==> src/rtl/chdr_trigger_pulse_shaper_if.sv <==
// Trigger/configuration bundle between a trigger source and chdr_trigger_pulse_shaper.
// The master drives trigger and configuration; the slave (shaper) drives pulse and counters.
interface chdr_trigger_pulse_shaper_if #(
  parameter int DLY_W = 16,
  parameter int PW_W  = 16,
  parameter int CNT_W = 32
);
  logic             enable;
  logic             trigger_in;
  logic [DLY_W-1:0] delay;
  logic [PW_W-1:0]  width;
  logic [DLY_W-1:0] holdoff;
  logic             trigger_out;
  logic             busy;
  logic [CNT_W-1:0] event_count;
  logic [CNT_W-1:0] miss_count;

  modport master (
    output enable, trigger_in, delay, width, holdoff,
    input  trigger_out, busy, event_count, miss_count
  );

  modport slave (
    input  enable, trigger_in, delay, width, holdoff,
    output trigger_out, busy, event_count, miss_count
  );
endinterface

==> src/rtl/chdr_trigger_pulse_shaper.sv <==
// Turns accepted header triggers into delayed fixed-width pulses with holdoff, counting events.
// Optional CHDR_TRIG_MISS_COUNT_EN builds a saturating counter of triggers dropped while busy.
module chdr_trigger_pulse_shaper #(
  parameter int DLY_W = 16,
  parameter int PW_W  = 16,
  parameter int CNT_W = 32
) (
  input  logic                         clk,
  input  logic                         reset,
  input  logic                         clear,
  chdr_trigger_pulse_shaper_if.slave   ifc
);

  localparam int CW = (DLY_W > PW_W) ? DLY_W : PW_W;

  localparam logic [1:0] ST_IDLE    = 2'd0;
  localparam logic [1:0] ST_DELAY   = 2'd1;
  localparam logic [1:0] ST_ACTIVE  = 2'd2;
  localparam logic [1:0] ST_HOLDOFF = 2'd3;

  logic [1:0]       state_r, state_nx_s;
  logic [CW-1:0]    cnt_r, cnt_nx_s;
  logic [PW_W-1:0]  width_l_r, width_l_nx_s;
  logic [DLY_W-1:0] holdoff_l_r, holdoff_l_nx_s;
  logic             trigger_out_r, trig_nx_s;
  logic             busy_r;
  logic             accept_s;
  logic [CNT_W-1:0] event_count_r;

  // A zero width still produces a one-cycle pulse, so the counter load is max(w,1)-1.
  function automatic logic [CW-1:0] pulse_len_m1(input logic [PW_W-1:0] w);
    if (w == {PW_W{1'b0}}) begin
      return {CW{1'b0}};
    end else begin
      return CW'(w) - CW'(1);
    end
  endfunction

  // Next-state, counter and pulse decode.
  always_comb begin
    state_nx_s     = state_r;
    cnt_nx_s       = cnt_r;
    width_l_nx_s   = width_l_r;
    holdoff_l_nx_s = holdoff_l_r;
    trig_nx_s      = trigger_out_r;
    accept_s       = 1'b0;
    case (state_r)
      ST_IDLE: begin
        if (ifc.trigger_in && ifc.enable) begin
          accept_s       = 1'b1;
          width_l_nx_s   = ifc.width;
          holdoff_l_nx_s = ifc.holdoff;
          if (ifc.delay != {DLY_W{1'b0}}) begin
            state_nx_s = ST_DELAY;
            cnt_nx_s   = CW'(ifc.delay) - CW'(1);
          end else begin
            state_nx_s = ST_ACTIVE;
            cnt_nx_s   = pulse_len_m1(ifc.width);
            trig_nx_s  = 1'b1;
          end
        end else begin
          state_nx_s = ST_IDLE;
        end
      end
      ST_DELAY: begin
        if (cnt_r == {CW{1'b0}}) begin
          state_nx_s = ST_ACTIVE;
          cnt_nx_s   = pulse_len_m1(width_l_r);
          trig_nx_s  = 1'b1;
        end else begin
          cnt_nx_s = cnt_r - CW'(1);
        end
      end
      ST_ACTIVE: begin
        if (cnt_r == {CW{1'b0}}) begin
          trig_nx_s = 1'b0;
          if (holdoff_l_r != {DLY_W{1'b0}}) begin
            state_nx_s = ST_HOLDOFF;
            cnt_nx_s   = CW'(holdoff_l_r) - CW'(1);
          end else begin
            state_nx_s = ST_IDLE;
          end
        end else begin
          cnt_nx_s = cnt_r - CW'(1);
        end
      end
      ST_HOLDOFF: begin
        if (cnt_r == {CW{1'b0}}) begin
          state_nx_s = ST_IDLE;
        end else begin
          cnt_nx_s = cnt_r - CW'(1);
        end
      end
      default: begin
        state_nx_s = ST_IDLE;
        trig_nx_s  = 1'b0;
      end
    endcase
  end

  // State, latched configuration, registered outputs and event counter.
  always_ff @(posedge clk) begin
    if (reset || clear) begin
      state_r       <= ST_IDLE;
      cnt_r         <= {CW{1'b0}};
      width_l_r     <= {PW_W{1'b0}};
      holdoff_l_r   <= {DLY_W{1'b0}};
      trigger_out_r <= 1'b0;
      busy_r        <= 1'b0;
      event_count_r <= {CNT_W{1'b0}};
    end else begin
      state_r       <= state_nx_s;
      cnt_r         <= cnt_nx_s;
      width_l_r     <= width_l_nx_s;
      holdoff_l_r   <= holdoff_l_nx_s;
      trigger_out_r <= trig_nx_s;
      busy_r        <= (state_nx_s != ST_IDLE);
      if (accept_s && (event_count_r != {CNT_W{1'b1}})) begin
        event_count_r <= event_count_r + CNT_W'(1);
      end else begin
        event_count_r <= event_count_r;
      end
    end
  end

  assign ifc.trigger_out = trigger_out_r;
  assign ifc.busy        = busy_r;
  assign ifc.event_count = event_count_r;

`ifdef CHDR_TRIG_MISS_COUNT_EN
  logic [CNT_W-1:0] miss_count_r;

  // Saturating count of triggers arriving while a pulse or holdoff is in flight.
  always_ff @(posedge clk) begin
    if (reset || clear) begin
      miss_count_r <= {CNT_W{1'b0}};
    end else if (ifc.trigger_in && (state_r != ST_IDLE) &&
                 (miss_count_r != {CNT_W{1'b1}})) begin
      miss_count_r <= miss_count_r + CNT_W'(1);
    end else begin
      miss_count_r <= miss_count_r;
    end
  end

  assign ifc.miss_count = miss_count_r;
`else
  assign ifc.miss_count = {CNT_W{1'b0}};
`endif

endmodule

==> src/flat_wrapper.sv <==
// flat-port wrapper written by rule: the top's interface ports become plain ports
module chdr_trigger_pulse_shaper_flat 
#(
  parameter int DLY_W = 16,
  parameter int PW_W  = 16,
  parameter int CNT_W = 32
)
  (clk, reset, clear, ifc_enable, ifc_trigger_in, ifc_delay, ifc_width, ifc_holdoff, ifc_trigger_out, ifc_busy, ifc_event_count, ifc_miss_count);
  chdr_trigger_pulse_shaper_if #(.DLY_W(DLY_W), .PW_W(PW_W), .CNT_W(CNT_W)) ifc_i ();
  input  logic clk;
  input  logic reset;
  input  logic clear;
  input wire logic [$bits(ifc_i.enable)-1:0] ifc_enable;
  input wire logic [$bits(ifc_i.trigger_in)-1:0] ifc_trigger_in;
  input wire logic [$bits(ifc_i.delay)-1:0] ifc_delay;
  input wire logic [$bits(ifc_i.width)-1:0] ifc_width;
  input wire logic [$bits(ifc_i.holdoff)-1:0] ifc_holdoff;
  output wire logic [$bits(ifc_i.trigger_out)-1:0] ifc_trigger_out;
  output wire logic [$bits(ifc_i.busy)-1:0] ifc_busy;
  output wire logic [$bits(ifc_i.event_count)-1:0] ifc_event_count;
  output wire logic [$bits(ifc_i.miss_count)-1:0] ifc_miss_count;
  assign ifc_i.enable = ifc_enable;
  assign ifc_i.trigger_in = ifc_trigger_in;
  assign ifc_i.delay = ifc_delay;
  assign ifc_i.width = ifc_width;
  assign ifc_i.holdoff = ifc_holdoff;
  assign ifc_trigger_out = ifc_i.trigger_out;
  assign ifc_busy = ifc_i.busy;
  assign ifc_event_count = ifc_i.event_count;
  assign ifc_miss_count = ifc_i.miss_count;
  chdr_trigger_pulse_shaper #(.DLY_W(DLY_W), .PW_W(PW_W), .CNT_W(CNT_W)) u_core (.clk(clk), .reset(reset), .clear(clear), .ifc(ifc_i));
endmodule
==> config.mk <==
export PLATFORM = sky130hd
export DESIGN_NAME = chdr_trigger_pulse_shaper_flat
export DESIGN_NICKNAME = d
export VERILOG_FILES = /design/src/rtl/chdr_trigger_pulse_shaper_if.sv /design/src/rtl/chdr_trigger_pulse_shaper.sv /design/src/flat_wrapper.sv
export SDC_FILE = /design/constraint.sdc
export NUM_CORES = 1
export LEC_CHECK = 0
export ABC_AREA = 1
export CORE_MARGIN = 8
export CORE_UTILIZATION = 58
export DETAILED_ROUTE_END_ITERATION = 7
export GPL_ROUTABILITY_DRIVEN = 1
export PLACE_DENSITY = 0.84
export SLEW_MARGIN = 10
export SYNTH_ARGS = -nofsm -noshare
export SYNTH_HDL_FRONTEND = slang
export SYNTH_SLANG_ARGS = --single-unit
==> constraint.sdc <==
create_clock -name clk -period 3.3 [get_ports clk]
set_input_delay 0.33 -clock clk [delete_from_list [all_inputs] [get_ports clk]]
set_output_delay 0.33 -clock clk [all_outputs]
set_load 0.05 [all_outputs]
=== Word level (Yosys, flattened, before mapping) ===
Index checks and enable logic that the tools add are counted.

* Equality and inequality tests: 10
* Mux-type cells: 23
* Add/subtract/negate cells: 6
* Reductions and logical operators: 14

{| class="wikitable"
|+ Operators by type and width
! operator !! count
|-
| $mux 16 || 8
|-
| $sub 16x1->16 const B || 5
|-
| $pmux 16 s4 || 1
|-
| $logic_not 16->1 || 3
|-
| $add 32x1->32 const B || 1
|-
| $ne 32x32->1 const B || 1
|-
| $reduce_bool 16->1 || 2
|-
| $mux 2 || 6
|-
| $pmux 2 s4 || 1
|-
| $mux 1 || 6
|-
| $ne 2x1->1 const B || 3
|-
| $reduce_and 5->1 || 1
|-
| $eq 2x2->1 const B || 2
|-
| $ne 2x2->1 const B || 2
|-
| $ne 3x3->1 const B || 1
|-
| $pmux 1 s3 || 1
|-
| $reduce_and 3->1 || 1
|-
| $reduce_bool 3->1 || 1
|-
| $eq 2x1->1 const B || 1
|-
| $logic_and 1x1->1 || 2
|-
| $logic_not 2->1 || 1
|-
| $reduce_and 2->1 || 1
|-
| $reduce_bool 2->1 || 1
|-
| $logic_or 1x1->1 || 1
|}

* Bits in registers: 84

=== Longest topological paths before layout ===
Gate-level depths: netlist (run 1).

* Word-level depth: 5
* Gate-level depth with buffers: 13
* Depth with buffers taken out: 13

=== Worst setup path before layout (run 1) ===
Ideal clock, no wire load.

* Kind: reg-to-reg
* Start: register u_core.event_count_r[0] (netlist: u_core.ifc.event_count[0])
* End: register u_core.event_count_r[22] (netlist: u_core.ifc.event_count[22])
* Cell stages (with the launch flop): 13
* Path slack: 1.185 ns
* Clock period less this slack: 2.115 ns
* Required time: 3.168 ns
* Path buffers: 2
* Data arrival time: 1.983 ns
* Setup time: 0.132 ns
* Path through: dfxtp_1 ha_1 nand2_1 inv_1 nand3_2 nor2_2 nand2_1 nand2_4 inv_2 buf_6 buf_6 nand2_1 a21oi_1

* Word-level cells in the longest chain between the ends: 2

{| class="wikitable"
|+ RTL lines
! item !! line !! text
|-
| start: declaration || chdr_trigger_pulse_shaper.sv:28 || <nowiki>logic [CNT_W-1:0] event_count_r;</nowiki>
|-
| start signal: assignment || chdr_trigger_pulse_shaper.sv:110 || <nowiki>event_count_r <= {CNT_W{1'b0}};</nowiki>
|-
| start signal: assignment || chdr_trigger_pulse_shaper.sv:119 || <nowiki>event_count_r <= event_count_r + CNT_W'(1);</nowiki>
|-
| start signal: assignment || chdr_trigger_pulse_shaper.sv:121 || <nowiki>event_count_r <= event_count_r;</nowiki>
|-
| parallel branches: the longest is 2 deep, another holds $add 32x1->32 || - ||
|}

Parallel ways; which one is timed is not known.
A chain may end at the register's enable or synchronous reset.

=== Worst setup path in the final report (run 1) ===
* Start: register u_core.event_count_r[0] (netlist: u_core.ifc.event_count[0])
* End: register u_core.event_count_r[5] (netlist: u_core.ifc.event_count[5])

The elaborated chain is that of the path after synthesis.

==> metrics.txt, run 1 <==
WP data required 3.51 ns; mean area per synthesized cell 6.07 sq um; Layout Nets 1220; Internal Pwr Total approximately 0.0019 W; total CTS buffers 9; Finished Cell Area 0.00771 sq mm; Tot Pwr 0.00285 W; VDD IR max 0.308 mV; total of warnings raised by yosys 0; Antenna Cells 0; Hold Path Class reg -> reg; IO Pins 119; WP data arrival 2.56 ns; GRT Util Overall ~27%; first-pass GRT wire length about 32000 microns; Post-DP Area 0.00740 sq mm; critical path class reg -> reg; highest clock rate 426 MHz; largest net degree at the start of global routing 46; Hold-fix buffers, CTS 0; Die Area about 0.015 sq mm; CP dominant cell by count nand2_1; Sw Ratio 33.4%; routability cong. 0.995; global route overflow 0; outcome finished, final reports clean; Flop pwr share 37.5%; chip width 123 microns; Routed WL per cell 15.7 microns; critical path, cell by cell ha_1 -> nand2_1 -> inv_1 -> nand3_2 -> nor2_2 -> nand2_1 -> nand2_4 -> inv_2 -> o21ai_0 -> a21oi_1; peak fanout along the critical path 36; CP top delay family simple AND/OR/NAND/NOR gates; Finish-stage setup viols 0; main flop type after synthesis dfxtp_1; Buffers on Ports 86; slew margin rel. 31.4%; fill count 1039; final WL 20500 microns; slew at the pin closest to its max-slew limit roughly 1.0 ns; CTS H-tree depth 3; Post-CTS Setup Bufs 0; cell count after synthesis 1084; Netlist Area Pre-Place 0.00658 sq mm; initial antenna violation count 0; Gate power share 25.5%; fin util 68.7%; vias 7124; Pwr Density ~370 mW/mm^2; Core ar. 0.0112 sq mm; area delta synth->final 17.1%; post-synthesis sequential area ratio between 20 and 30%; commonest non-fill, non-tap cells in the layout nand2_1 (279), nor2_1 (149), inv_1 (105); commonest non-fill, non-tap cell in the layout nand2_1; Final Max Slew Viols 0; Crit. End Element flip-flop; Fin. Hold Viols 0; vias in the first global route 6394; Buf/Inv on CP 2; Routed Antenna Nets 0; CP Launch Type flip-flop; vias per inst 5.45; DRT Pass-1 Iters 6; EDFF count, synth 0; Final Cycle Share 71.1%; Worst-Skew Late Latency between 0.3 and 0.4 ns; Synth area leader dfxtp_1; Async SR Flop Fraction 0%; power share of the clock group 37.1%; flop2flop setup slack 0.95 ns; CTS clock-pin slew for the worst setup and hold paths 0.06 ns; DRC errors left 0; CTS tree yes; Pleak 3.20 nW; # clock sinks 84; die height 123 microns; Layout Skew 0.00785 ns; # rows 39; Min Clock Period, post-route between 2 and 2.5 ns; dpl hpwl 16300 microns; Root Driver clkbuf_16; Resize count post-CTS 0; RSZ-0062 raised after global routing false; WHS 0.479 ns; ratio of cells with drive above 1 in the final layout about 5.8%; crit-path max cell delay 0.42 ns; Max-Cap Viols 0; maximum root-to-sink buffer count 2; Iter 0 DRT Violations 648; area fraction of the dominant cell type after synthesis 25.5%; Netlist cell types 37; register bit total from synthesis 84; CP max-delay cell dfxtp_1; Psw ~0.00095 W; Initial Util 58.7%; top area cells in the synthesized netlist dfxtp_1 (26%), nand2_1 (16%), nor2_1 (8.6%), a21oi_1 (6.6%), xor2_1 (6.3%); setup_tns 0 ns
[path summary, 6_finish.rpt]
check | start | to | depth (start not counted)
worst min-delay path | u_core.holdoff_l_r[1]$_SDFFE_PP0P_ | u_core.holdoff_l_r[1]$_SDFFE_PP0P_ | 2
worst min register to register | u_core.holdoff_l_r[1]$_SDFFE_PP0P_ | u_core.holdoff_l_r[1]$_SDFFE_PP0P_ | 2
worst max register to register | u_core.ifc.event_count[0]$_SDFFE_PP0P_ | u_core.ifc.event_count[5]$_SDFFE_PP0P_ | 10
worst max-delay path | u_core.ifc.event_count[0]$_SDFFE_PP0P_ | u_core.ifc.event_count[5]$_SDFFE_PP0P_ | 10
[cell usage after synthesis (7+ instances only)]
| master | instances |
|---|---|
| nand2_1 | 279 |
| nor2_1 | 151 |
| inv_1 | 105 |
| a21oi_1 | 87 |
| dfxtp_1 | 84 |
| nand3_1 | 70 |
| o21ai_0 | 57 |
| xor2_1 | 47 |
| buf_4 | 36 |
| nand4_1 | 23 |
| nor3_1 | 22 |
| xnor2_1 | 17 |
| clkbuf_1 | 13 |
| nor2_2 | 12 |
| inv_2 | 11 |
| ha_1 | 8 |
| nor2_4 | 7 |
| o21ai_1 | 7 |
[power groups by stage]
stage	Combinational, W	Sequential (W)	Clock [W]
after floorplan	0.000547	0.00109	0
after global placement	0.000709	0.00109	0
after detailed placement	0.000711	0.00109	0
after CTS	0.000714	0.00107	0.00107
after global routing	0.000801	0.00107	0.00110
final	0.000726	0.00107	0.00106
[per-stage QoR]
stage          std cells  setup WS, ns
2_1_floorplan       1115          1.18
3_3_place_gp        1291         0.855
3_5_place_dp        1291         0.811
4_1_cts             1307         0.972
5_1_grt             1307         0.754
6_report            1307         0.954
[sequential cells by signal, summed over array words and instances, names as in the netlist]
| name | flops |
|---|---|
| u_core.width_l_r | 16 |
| u_core.holdoff_l_r | 16 |
| u_core.cnt_r | 16 |
| u_core.ifc.busy | 1 |
| u_core.state_r | 2 |
| u_core.ifc.trigger_out | 1 |
| u_core.ifc.event_count | 32 |
[per-layer routing]
| metal | up-vias | global-route usage [%] | share of wire, % | wire length [microns] |
|---|---|---|---|---|
| li1 | 3589 | - | - | - |
| met1 | 3200 | 34.7 | 43 | 8850 |
| met5 | - | 0 | 0 | 0 |
| met2 | 287 | 42.3 | 46 | 9370 |
| met3 | 48 | 4.83 | 7.5 | 1530 |
| met4 | 0 | 12.9 | 3.7 | 753 |
[cell families (layout without fill, tap and decap cells)]
logic type / count (synthesis) / count (layout) / synth area share, %
DFF: 84 / 84 / 25.5
buffers and inverters: 174 / 223 / 12.4
AOI/OAI and AO/OA: 167 / 167 / 13.2
other: 1 / 32 / 0.0570
and+or+nand+nor: 586 / 586 / 38.7
xor gates and xnor gates: 64 / 64 / 8.52
adders and majority gates: 8 / 8 / 1.52
[layout make-up]
class	count	area (sq um)	area share, %
Inverter	117	442	5.73
Timing Repair Buffer	90	891	11.6
Tap cell	143	179	2.32
Multi-Input combinational cell	857	4210	54.5
Sequential cell	84	1680	21.8
Clock buffer	11	253	3.28
Clock inverter	5	58.8	0.763
[worst reg2reg max path, delay by kind of cell, from the launching register on]
kind | cells | cell delay (ns)
AND/OR/NAND/NOR | 5 | 0.82
buffers and inverters | 2 | 0.44
flip-flops | 1 | 0.42
adder cells (fa/ha/maj) | 1 | 0.28
AO/OA/AOI/OAI | 2 | 0.25
Note: power is estimated with default switching activity, not from simulation.
==> run 2: changes to the inputs <==
--- a/config.mk
+++ b/config.mk
@@ -7,10 +7,10 @@
 export LEC_CHECK = 0
 export ABC_AREA = 1
 export CORE_MARGIN = 8
-export CORE_UTILIZATION = 58
+export CORE_UTILIZATION = 54
 export DETAILED_ROUTE_END_ITERATION = 7
 export GPL_ROUTABILITY_DRIVEN = 1
-export PLACE_DENSITY = 0.84
+export PLACE_DENSITY = 0.79
 export SLEW_MARGIN = 10
 export SYNTH_ARGS = -nofsm -noshare
 export SYNTH_HDL_FRONTEND = slang
==> constraint.sdc (replaced) <==
create_clock -name clk -period 2.4 [get_ports clk]
set_input_delay 0.24 -clock clk [delete_from_list [all_inputs] [get_ports clk]]
set_output_delay 0.24 -clock clk [all_outputs]
set_load 0.05 [all_outputs]
==> run 2 against run 1 <==
Combinational power grew 40%. Core utilization shrank 2.8 points. Flip-flop and latch count is the same. Largest power group is now clock. Non-clock buffer count grew 15. Worst hold slack gained 0.00092 ns. Cell area grew 2.2%. Via count grew 0.60%. Routed wire length shrank 0.35%. Sequential power grew 37%. Fmax grew 12%. Clock skew shrank 0.0032 ns.
==> metrics.txt, run 2 (synthesized netlist as in run 1, its figures left out) <==
highest clock rate about 480 MHz; Pwr Density 524 mW/mm^2; CP top delay family simple AND/OR/NAND/NOR gates; Post-DP Area 0.00753 sq mm; dpl hpwl 16500 microns; vias 7167; Iter 0 DRT Violations 633; FF-to-FF path depth 10; Pleak about 3.3 nW; Layout Nets 1235; CP dominant cell by count nand2_1; Die Area 0.0160 sq mm; VDD IR max around 0.45 mV; first-pass GRT wire length 33700 microns; global route overflow 0; CTS clock-pin slew for the worst setup and hold paths 0.06 ns; Max-Cap Viols 0; CP max-delay cell dfxtp_1; worst hold start u_core.holdoff_l_r[1]$_SDFFE_PP0P_; CTS tree yes; Core ar. 0.0120 sq mm; Final Cycle Share 87.4%; Final Max Slew Viols 0; Psw between 0.001 and 0.0015 W; Finished Cell Area 0.00788 sq mm; Buffers on Ports 86; outcome finished, final reports clean; Buf/Inv on CP 2; flop2flop setup slack 0.30 ns; initial antenna violation count 0; Post-CTS Setup Bufs 0; Sw Ratio approximately 31%; critical path, cell by cell ha_1 -> nand2_1 -> inv_1 -> nand3_2 -> nor2_2 -> nand2_1 -> nand2_4 -> inv_2 -> o21ai_0 -> a21oi_1; RSZ-0062 raised after global routing false; IO Pins roughly 120; Crit. End Element flip-flop; Hold-fix buffers, CTS 0; # clock sinks 84; Routed WL per cell 15.4 microns; hold-critical path depth 2; vias per inst 5.40; WP data arrival between 2 and 2.5 ns; area delta synth->final 19.7%; DRC errors left 0; die height 126 microns; setup_tns 0 ns; vias in the first global route between 6000 and 7000; Hold EP u_core.holdoff_l_r[1]$_SDFFE_PP0P_; Flop pwr share 35.5%; fin util 65.9%; Root Driver clkbuf_16; Worst R2R End u_core.ifc.event_count[5]$_SDFFE_PP0P_; Finish-stage setup viols 0; critical path class reg -> reg; Antenna Cells 0; # rows 40; Initial Util 55.0%; crit-path max cell delay 0.43 ns; DRT Pass-1 Iters 5; final WL 20400 microns; Routed Antenna Nets 0; maximum root-to-sink buffer count 2; power share of the clock group 39.7%; slew at the pin closest to its max-slew limit roughly 0.52 ns; Internal Pwr Total around 0.0028 W; Fin. Hold Viols 0; Min Clock Period, post-route 2.10 ns; commonest non-fill, non-tap cells in the layout nand2_1 (279), nor2_1 (149), inv_1 (105); Worst-Skew Late Latency ~0.34 ns; Largest register FFs 32; total CTS buffers 9; Gate power share 24.8%; CTS H-tree depth 3; Hold Path Class reg -> reg; routability cong. 0.982; largest net degree at the start of global routing 38; fill count 1130; CP Launch Type flip-flop; GRT Util Overall approximately 25%; peak fanout along the critical path 29; Resize count post-CTS 0; WHS 0.480 ns; commonest non-fill, non-tap cell in the layout nand2_1; slew margin rel. 65.1%; ratio of cells with drive above 1 in the final layout under 10%; reg2reg start u_core.ifc.event_count[0]$_SDFFE_PP0P_; chip width around 130 microns; Layout Skew between 0.004 and 0.005 ns; Tot Pwr 0.00413 W; WP data required around 2.6 ns
-- run 2: through the flow --
stage	instances	setup slack, ns
after global routing	1326	0.128
after CTS	1326	0.324
after detailed placement	1310	0.127
after global placement	1310	0.213
final	1326	0.302
after floorplan	1115	0.285
-- run 2: how the worst max path moves through the flow --
stage	from	endpoint	cells after the start
finish	u_core.ifc.event_count[0]$_SDFFE_PP0P_	u_core.ifc.event_count[5]$_SDFFE_PP0P_	10
global route	u_core.ifc.event_count[20]$_SDFFE_PP0P_	u_core.ifc.event_count[11]$_SDFFE_PP0P_	9
CTS	u_core.ifc.event_count[0]$_SDFFE_PP0P_	u_core.ifc.event_count[5]$_SDFFE_PP0P_	10
detailed placement	ifc_delay[0]	u_core.cnt_r[8]$_SDFFE_PP0P_	12
global placement	ifc_delay[0]	u_core.cnt_r[8]$_SDFFE_PP0P_	12
floorplan	u_core.ifc.event_count[0]$_SDFFE_PP0P_	u_core.ifc.event_count[22]$_SDFFE_PP0P_	12
-- run 2: metal layers --
metal  global-route usage (%)  vias to the layer above  share of wire [%]
met5                        0                        -                  0
met4                     9.20                        0                2.5
met3                     5.61                       33                7.2
met2                     40.8                      267                 45
met1                     32.9                     3252                 45
li1                         -                     3615                  -
-- run 2: area by class of cell --
type                            instances  area, sq um  share of cell area, %
Timing Repair Buffer                  105         1020                   12.9
Sequential cell                        84         1680                   21.3
Clock inverter                          4         95.1                   1.21
Inverter                              117          442                   5.60
Multi-Input combinational cell        857         4210                   53.4
Clock buffer                           12          256                   3.26
Tap cell                              147          184                   2.33
-- run 2: power by group through the flow --
stage | clock network [W] | logic [W] | registers (W)
5_1_grt | 0.00172 | 0.00113 | 0.00147
2_1_floorplan | 0 | 0.000753 | 0.00149
4_1_cts | 0.00166 | 0.00101 | 0.00147
3_5_place_dp | 0 | 0.00100 | 0.00150
6_report | 0.00164 | 0.00102 | 0.00147
3_3_place_gp | 0 | 0.00101 | 0.00150
-- run 2: worst register-to-register path, stage by stage (launching register included) --
cell,delay (ns)
dfxtp_1,0.43
ha_1,0.20
nand2_1,0.07
inv_1,0.13
nand3_2,0.13
nor2_2,0.18
nand2_1,0.12
nand2_4,0.23
inv_2,0.26
o21ai_0,0.16
a21oi_1,0.08
